[src/rtl/alarm_ctrl.sv]
// alarm_ctrl: alarm controller for the BCD clock.
//   Holds a user-editable HH:MM alarm, compares it against the running time
//   and sequences the buzzer through ring, snooze and auto-off phases.
//   While set_alarm is high the alarm digits can be edited with the debounced
//   switch_select/increment pulses. A one-hot sel output and a blink strobe
//   drive the display.
// Ports:
//   clk, resetn             clock, asynchronous active-low reset
//   sec_tick                one-cycle 1 Hz strobe
//   hrT..secU               current time, BCD digits
//   alarm_enable            level, alarm armed when high
//   set_alarm               level, edit mode while high
//   switch_select/increment one-cycle pulses, edit controls
//   snooze/dismiss          one-cycle pulses, ring controls
//   alm_hrT..alm_minU       stored alarm, BCD digits
//   sel                     one-hot edit digit (bit0 minU .. bit3 hrT), 0 outside SET
//   blink                   toggles on sec_tick while editing
//   buzzer/snoozing         high in RING / SNOOZE respectively
module alarm_ctrl #(
  parameter int RING_SECONDS   = 60,
  parameter int SNOOZE_SECONDS = 300,
  parameter int CNT_W          = 9
) (
  input  logic       clk,
  input  logic       resetn,
  input  logic       sec_tick,
  input  logic [3:0] hrT,
  input  logic [3:0] hrU,
  input  logic [3:0] minT,
  input  logic [3:0] minU,
  input  logic [3:0] secT,
  input  logic [3:0] secU,
  input  logic       alarm_enable,
  input  logic       set_alarm,
  input  logic       switch_select,
  input  logic       increment,
  input  logic       snooze,
  input  logic       dismiss,
  output logic [3:0] alm_hrT,
  output logic [3:0] alm_hrU,
  output logic [3:0] alm_minT,
  output logic [3:0] alm_minU,
  output logic [3:0] sel,
  output logic       blink,
  output logic       buzzer,
  output logic       snoozing
);

  typedef enum logic [1:0] {IDLE, SET, RING, SNOOZE} stateType;

  localparam logic [CNT_W-1:0] RING_LAST   = CNT_W'(RING_SECONDS - 1);
  localparam logic [CNT_W-1:0] SNOOZE_LAST = CNT_W'(SNOOZE_SECONDS - 1);

  stateType         state, stateNext;
  logic [CNT_W-1:0] cnt, cntNext;
  logic [3:0]       selNext;
  logic             blinkNext;
  logic [3:0]       almHrTNext, almHrUNext, almMinTNext, almMinUNext;
  logic [3:0]       hrTInc;
  logic             eq, eqD, fire;

  // Match is exact on the top of the minute; the registered copy turns it
  // into a one-shot so a held matching time rings only once.
  assign eq = (hrT == alm_hrT) && (hrU == alm_hrU) && (minT == alm_minT) &&
              (minU == alm_minU) && (secT == 4'd0) && (secU == 4'd0);
  assign fire = eq && !eqD && alarm_enable && (state == IDLE);

  assign hrTInc = (alm_hrT == 4'd2) ? 4'd0 : alm_hrT + 4'd1;

  assign buzzer   = (state == RING);
  assign snoozing = (state == SNOOZE);

  always_comb begin
    // NOTE: every signal gets its default first so no path leaves a latch.
    stateNext   = state;
    cntNext     = cnt;
    selNext     = sel;
    blinkNext   = blink;
    almHrTNext  = alm_hrT;
    almHrUNext  = alm_hrU;
    almMinTNext = alm_minT;
    almMinUNext = alm_minU;

    unique case (state)
      IDLE: begin
        if (set_alarm) begin
          stateNext = SET;
          selNext   = 4'b0001;
          blinkNext = 1'b0;
        end else if (fire) begin
          stateNext = RING;
          cntNext   = '0;
        end
      end

      SET: begin
        if (!set_alarm) begin
          stateNext = IDLE;
          selNext   = 4'b0000;
          blinkNext = 1'b0;
        end else begin
          // Increment acts on the digit selected before any rotate this cycle.
          if (increment) begin
            if (sel[0]) begin
              almMinUNext = (alm_minU == 4'd9) ? 4'd0 : alm_minU + 4'd1;
            end else if (sel[1]) begin
              almMinTNext = (alm_minT == 4'd5) ? 4'd0 : alm_minT + 4'd1;
            end else if (sel[2]) begin
              if (alm_hrT == 4'd2) almHrUNext = (alm_hrU >= 4'd3) ? 4'd0 : alm_hrU + 4'd1;
              else                 almHrUNext = (alm_hrU >= 4'd9) ? 4'd0 : alm_hrU + 4'd1;
            end else if (sel[3]) begin
              almHrTNext = hrTInc;
              // Moving into the 20s must not leave an illegal 24..29 hour.
              if (hrTInc == 4'd2 && alm_hrU > 4'd3) almHrUNext = 4'd0;
            end
          end
          if (switch_select) selNext = {sel[2:0], sel[3]};
          blinkNext = blink ^ sec_tick;
        end
      end

      RING: begin
        if (set_alarm) begin
          stateNext = SET;
          selNext   = 4'b0001;
          blinkNext = 1'b0;
        end else if (dismiss || !alarm_enable) begin
          stateNext = IDLE;
        end else if (snooze) begin
          stateNext = SNOOZE;
          cntNext   = '0;
        end else if (sec_tick) begin
          if (cnt == RING_LAST) stateNext = IDLE;
          else                  cntNext   = cnt + 1'b1;
        end
      end

      SNOOZE: begin
        if (set_alarm) begin
          stateNext = SET;
          selNext   = 4'b0001;
          blinkNext = 1'b0;
        end else if (dismiss || !alarm_enable) begin
          stateNext = IDLE;
        end else if (sec_tick) begin
          if (cnt == SNOOZE_LAST) begin
            stateNext = RING;
            cntNext   = '0;
          end else begin
            cntNext = cnt + 1'b1;
          end
        end
      end

      default: stateNext = IDLE;
    endcase
  end

  always_ff @(posedge clk or negedge resetn) begin
    if (!resetn) begin
      state    <= IDLE;
      cnt      <= '0;
      sel      <= 4'b0000;
      blink    <= 1'b0;
      alm_hrT  <= 4'd0;
      alm_hrU  <= 4'd7;
      alm_minT <= 4'd0;
      alm_minU <= 4'd0;
      eqD      <= 1'b0;
    end else begin
      // NOTE: non-blocking assignments so every register samples pre-edge values.
      state    <= stateNext;
      cnt      <= cntNext;
      sel      <= selNext;
      blink    <= blinkNext;
      alm_hrT  <= almHrTNext;
      alm_hrU  <= almHrUNext;
      alm_minT <= almMinTNext;
      alm_minU <= almMinUNext;
      eqD      <= eq;
    end
  end

endmodule

[config.mk]
export PLATFORM = sky130hd
export DESIGN_NAME = alarm_ctrl
export DESIGN_NICKNAME = d
export VERILOG_FILES = /design/src/rtl/alarm_ctrl.sv
export SDC_FILE = /design/constraint.sdc
export NUM_CORES = 1
export LEC_CHECK = 0
export ABC_AREA = 0
export BUFFER_PORTS_ARGS = -buffer_cell sky130_fd_sc_hd__buf_2
export CAP_MARGIN = 40
export CORE_MARGIN = 2
export CORE_UTILIZATION = 45
export DETAILED_ROUTE_END_ITERATION = 8
export PLACE_DENSITY = 0.82
export REMOVE_ABC_BUFFERS = 1
export SETUP_SLACK_MARGIN = 0.1
export SYNTH_ARGS = -nofsm -noshare
export SYNTH_HDL_FRONTEND = slang
export SYNTH_SLANG_ARGS = --single-unit
export TNS_END_PERCENT = 50
[constraint.sdc]
create_clock -name clk -period 5 [get_ports clk]
set_input_delay 1.25 -clock clk [delete_from_list [all_inputs] [get_ports clk]]
set_output_delay 1.25 -clock clk [all_outputs]
set_load 0.05 [all_outputs]
# == Word-level counts from Yosys, hierarchy flattened ==
# Index checks and enable logic that the tools add are counted.
# word_totals
register_bits,33
input_bits,33
out_inout_bits,23
elab_cells,118
# classes
n_addsub,5
order_cmp,3
n_eq_ne,30
mux,41
bitwise_logic,4
n_reduce_logical,26
# ops
op,count
9-bit two-way mux,11
4-bit two-way mux,12
9-bit case mux with 3 select lines,1
2-bit two-way mux,12
4-bit by 1-bit adder with 4-bit output (second input constant),4
4-bit equality test,4
2-bit inequality test (second input constant),8
7-bit AND reduction,2
3-bit inequality test (second input constant),4
10-bit AND reduction,1
9-bit by 1-bit adder with 9-bit output (second input constant),1
9-bit by 6-bit equality test with 1-bit output (second input constant),1
9-bit equality test (second input constant),1
1-bit logical AND,9
4-bit by 2-bit equality test with 1-bit output (second input constant),2
4-bit logical NOT,2
2-bit case mux with 4 select lines,1
4-bit case mux with 2 select lines,1
6-bit AND reduction,1
5-bit by 3-bit inequality test with 1-bit output (second input constant),1
5-bit by 4-bit inequality test with 1-bit output (second input constant),1
5-bit AND reduction,1
2-bit equality test (second input constant),2
4-bit by 3-bit equality test with 1-bit output (second input constant),1
20 further kinds,25

# == Longest topological paths before layout ==
# logic_depth
word_depth,12
depth_mapped,9
ltp_nobuf,8

# == Least setup slack after synthesis ==
# OpenSTA, ideal clock, no wires.
# synth_timing
path_kind,input to register
from,input minU[1]
to,register cnt[4]
setup_time_ps,92
arrival_ps,2771
t_required_ps,4908
setup_slack_ps,2137
stages,8
n_path_buf,2
path_cell_list,xor2_1 nor4_1 nand3_1 or3_1 buf_6 a21bo_1 buf_6 o31ai_2
# synth_between
elab_chain_len,9
# synth_rtl
element,line_no,rtl
"start, declared",30,"input logic [3:0] minU,"
4-bit equality test,65,(minU == alm_minU) && (secT == 4'd0) && (secU == 4'd0);
1-bit logical AND,64,assign eq = (hrT == alm_hrT) && (hrU == alm_hrU) && (minT == alm_minT) &&
1-bit logical AND (2 in series),65,
1-bit logical AND (3 in series),66,assign fire = eq && !eqD && alarm_enable && (state == IDLE);
2-bit inequality test (no line),-,
10-bit AND reduction (no line),-,
"end signal, assigned",173,cnt <= cntNext;
"end, declared",55,"logic [CNT_W-1:0] cnt, cntNext;"
# Every way passes these cells.
# A chain may end at the register's enable or synchronous reset.

# == Final worst setup path ==
# Same ends and word-level chain as after synthesis.

==> impl_metrics.env <==
export IMPL_outcome="completed"
export IMPL_vias=1862
export IMPL_cts_repair_resized=0
export IMPL_diodes=0
export IMPL_ant_nets=0
export IMPL_cts_post_setup_buffers_inserted=0
export IMPL_synth_most_common_cell="dfrtp_1"
export IMPL_antenna_found_initial=0
export IMPL_cp_slowest_stage_delay_ns=0.56
export IMPL_layout_drive_gt1_share_pct=26.4
export IMPL_grt_pass1_wl_mm=7.72
export IMPL_p_seq_share_pct=44.9
export IMPL_synth_area_top_cells="dfrtp_1 35%, xor2_1 6.5%, ha_1 4.1%"
export IMPL_path_buf_inv=1
export IMPL_ys_seq_elements=33
export IMPL_wl_mm=4.66
export IMPL_hold_buffers=0
export IMPL_yosys_top_cells_count="30 x dfrtp_1, 17 x nand2_1, 16 x xor2_1"
export IMPL_cts_buffers=5
export IMPL_syn_cell_area_mm2=0.00215
export IMPL_setup_violations=0
export IMPL_htree_levels=2
export IMPL_clockBufferDepth=2
export IMPL_endpoint_kind="register"
export IMPL_p_leak_nw=1.17
export IMPL_synth_cell_type_count=46
export IMPL_clock_skew_ns=0.00510
export IMPL_power_frac_comb_pct=26.7
export IMPL_grt_ovfl_total=0
export IMPL_layout_cells_non_filler=338
export IMPL_die_area_mm2=0.00534
export IMPL_cap_violations=0
export IMPL_critPathLaunchType="input port"
export IMPL_die_w_um=73.1
export IMPL_dp_cells=330
export IMPL_die_y_um=73.1
export IMPL_dp_hpwl_mm=3.50
export IMPL_max_slew_margin_pct=51.3
export IMPL_layout_nets=323
export IMPL_cp_max_fo=10
export IMPL_worst_pin_slew_ns=0.731
export IMPL_hold_class="register to register"
export IMPL_cp_top_family="simple AND/OR/NAND/NOR gates"
export IMPL_cpMaxStageDelayCell="or3_1"
export IMPL_dp_slack_ns=1.75
export IMPL_synth_edf_count=0
export IMPL_cts_tree="yes"
export IMPL_synth_top_area_share_pct=35.0
export IMPL_power_density_mw_per_mm2=289
export IMPL_core_mm2=0.00466
export IMPL_p_sw_mw=0.268
export IMPL_worstPathCellList="buf_2, xor2_1, nor4_1, nand3_1, or3_1, a21bo_1, o31ai_2"
export IMPL_cts_sinks=33
export IMPL_grt_max_degree=34
export IMPL_ys_flop_type="dfrtp_1"
export IMPL_synth_top_area_cell="dfrtp_1"
export IMPL_swShare_pct=36.6
export IMPL_first_pass_iters=4
export IMPL_fin_tns_setup_ns=0
export IMPL_syn_inst=227
export IMPL_syn2layout_area_growth_pct=18.0
export IMPL_critPathKind="input port to register"
export IMPL_crit_arrival_ns=3.17
export IMPL_routedWlPerCell_um=13.8
export IMPL_async_flop_share_pct=100
export IMPL_io_buffers=55
export IMPL_grt_usage_pct=19.1
export IMPL_initial_core_util_pct=46.1
export IMPL_finalCritPeriodShare_pct=59.5
export IMPL_grt_pass1_vias=1645
export IMPL_post_route_cell_area_mm2=0.00253
export IMPL_slew_viol_final=0
export IMPL_via_per_inst=5.51
export IMPL_root_buffer="clkbuf_8"
export IMPL_max_freq_mhz=336
export IMPL_power_share_clock_pct=28.4
export IMPL_syn_avg_cell_area_um2=9.46
export IMPL_placed_area_mm2=0.00244
export IMPL_clock_latency_ns=0.29
export IMPL_setup_ws_ns=2.02
export IMPL_drc=0
export IMPL_finalCriticalPeriod_ns=2.98
export IMPL_finalHoldViolCount=0
export IMPL_yosysWarnings=0
export IMPL_hold_worst_slack_ns=0.514
export IMPL_required_ns=5.20
export IMPL_drt_initial_drc_count=142
export IMPL_clk_pin_slew_ns=0.06
export IMPL_rsz0062_at_grt="no"
export IMPL_yosysSeqAreaShare_pct=38.6
export IMPL_core_rowCount=25
export IMPL_ir_worst_vdd_v=0.000221
export IMPL_ios=56
export IMPL_internal_power_mw=0.465
export IMPL_place_gp_congestion=0.824
power groups by stage:
stage	clock network, mW	logic (mW)	registers, mW
6_report	0.208	0.196	0.329
5_1_grt	0.224	0.210	0.335
4_1_cts	0.213	0.198	0.330
3_5_place_dp	0	0.197	0.335
3_3_place_gp	0	0.194	0.334
2_1_floorplan	0	0.0620	0.405
layout by cell type, fill, tap and decap left out, types with 8 or more instances in the layout:
master,Yosys,final
dfrtp_1,30,30
inv_1,14,14
buf_2,1,55
o21ai_1,11,11
nand3_1,11,11
xor2_1,16,16
and3_1,8,8
nand2b_1,11,11
nand2_1,17,17
nor2_1,8,8
cells by family after synthesis:
logic type | count (synthesis) | synth area share, %
buffers and inverters | 20 | 4.60
adders and majority gates | 7 | 4.08
AOI/OAI and AO/OA | 50 | 16.3
DFF | 33 | 38.6
xor gates and xnor gates | 23 | 9.38
and+or+nand+nor | 85 | 22.6
muxes | 9 | 4.37
layer usage:
metal / global-route usage (%) / up-vias / wire [µm]
met2: 29.8 / 67 / 2090
met5: 0 / - / 0
met3: 4.42 / 5 / 304
met1: 25.8 / 863 / 2200
li1: - / 927 / -
met4: 6.79 / 0 / 72
registers in the layout (all words and copies together), names as in the netlist:
signal,count
cnt,9
alm_hrT,4
alm_hrU,4
alm_minT,4
alm_minU,4
sel,4
state,2
blink,1
eqD,1
cell type report:
type	instances	area [µm²]
clock buffers	8	90.1
flip-flops and latches	33	830
multi-input cells	174	1220
inverters	14	52.6
well taps	54	67.6
repair buffers	55	275
fillers	412	2130
per-stage QoR:
step                      utilization [%]  power, mW
final                                54.4      0.733
after CTS                            54.4      0.740
after global placement               52.4      0.528
after global routing                 54.4      0.769
after detailed placement             52.4      0.532
after floorplan                         -      0.467
final timing paths:
kind	startpoint	to	slack, ns	cells past startpoint
setup / recovery	minU[1]	cnt[4]$_DFFE_PN0P_	2.02	7
hold / removal	cnt[0]$_DFFE_PN0P_	cnt[0]$_DFFE_PN0P_	0.51	1
setup reg to reg	alm_hrT[1]$_DFFE_PN0P_	cnt[4]$_DFFE_PN0P_	2.59	6
hold reg to reg	cnt[0]$_DFFE_PN0P_	cnt[0]$_DFFE_PN0P_	0.51	1
max in group asynchronous	resetn	state[0]$_DFFE_PN0P_	3.51	1
min in group asynchronous	resetn	alm_hrT[1]$_DFFE_PN0P_	1.02	1
Note: power is estimated with default switching activity, not from simulation.
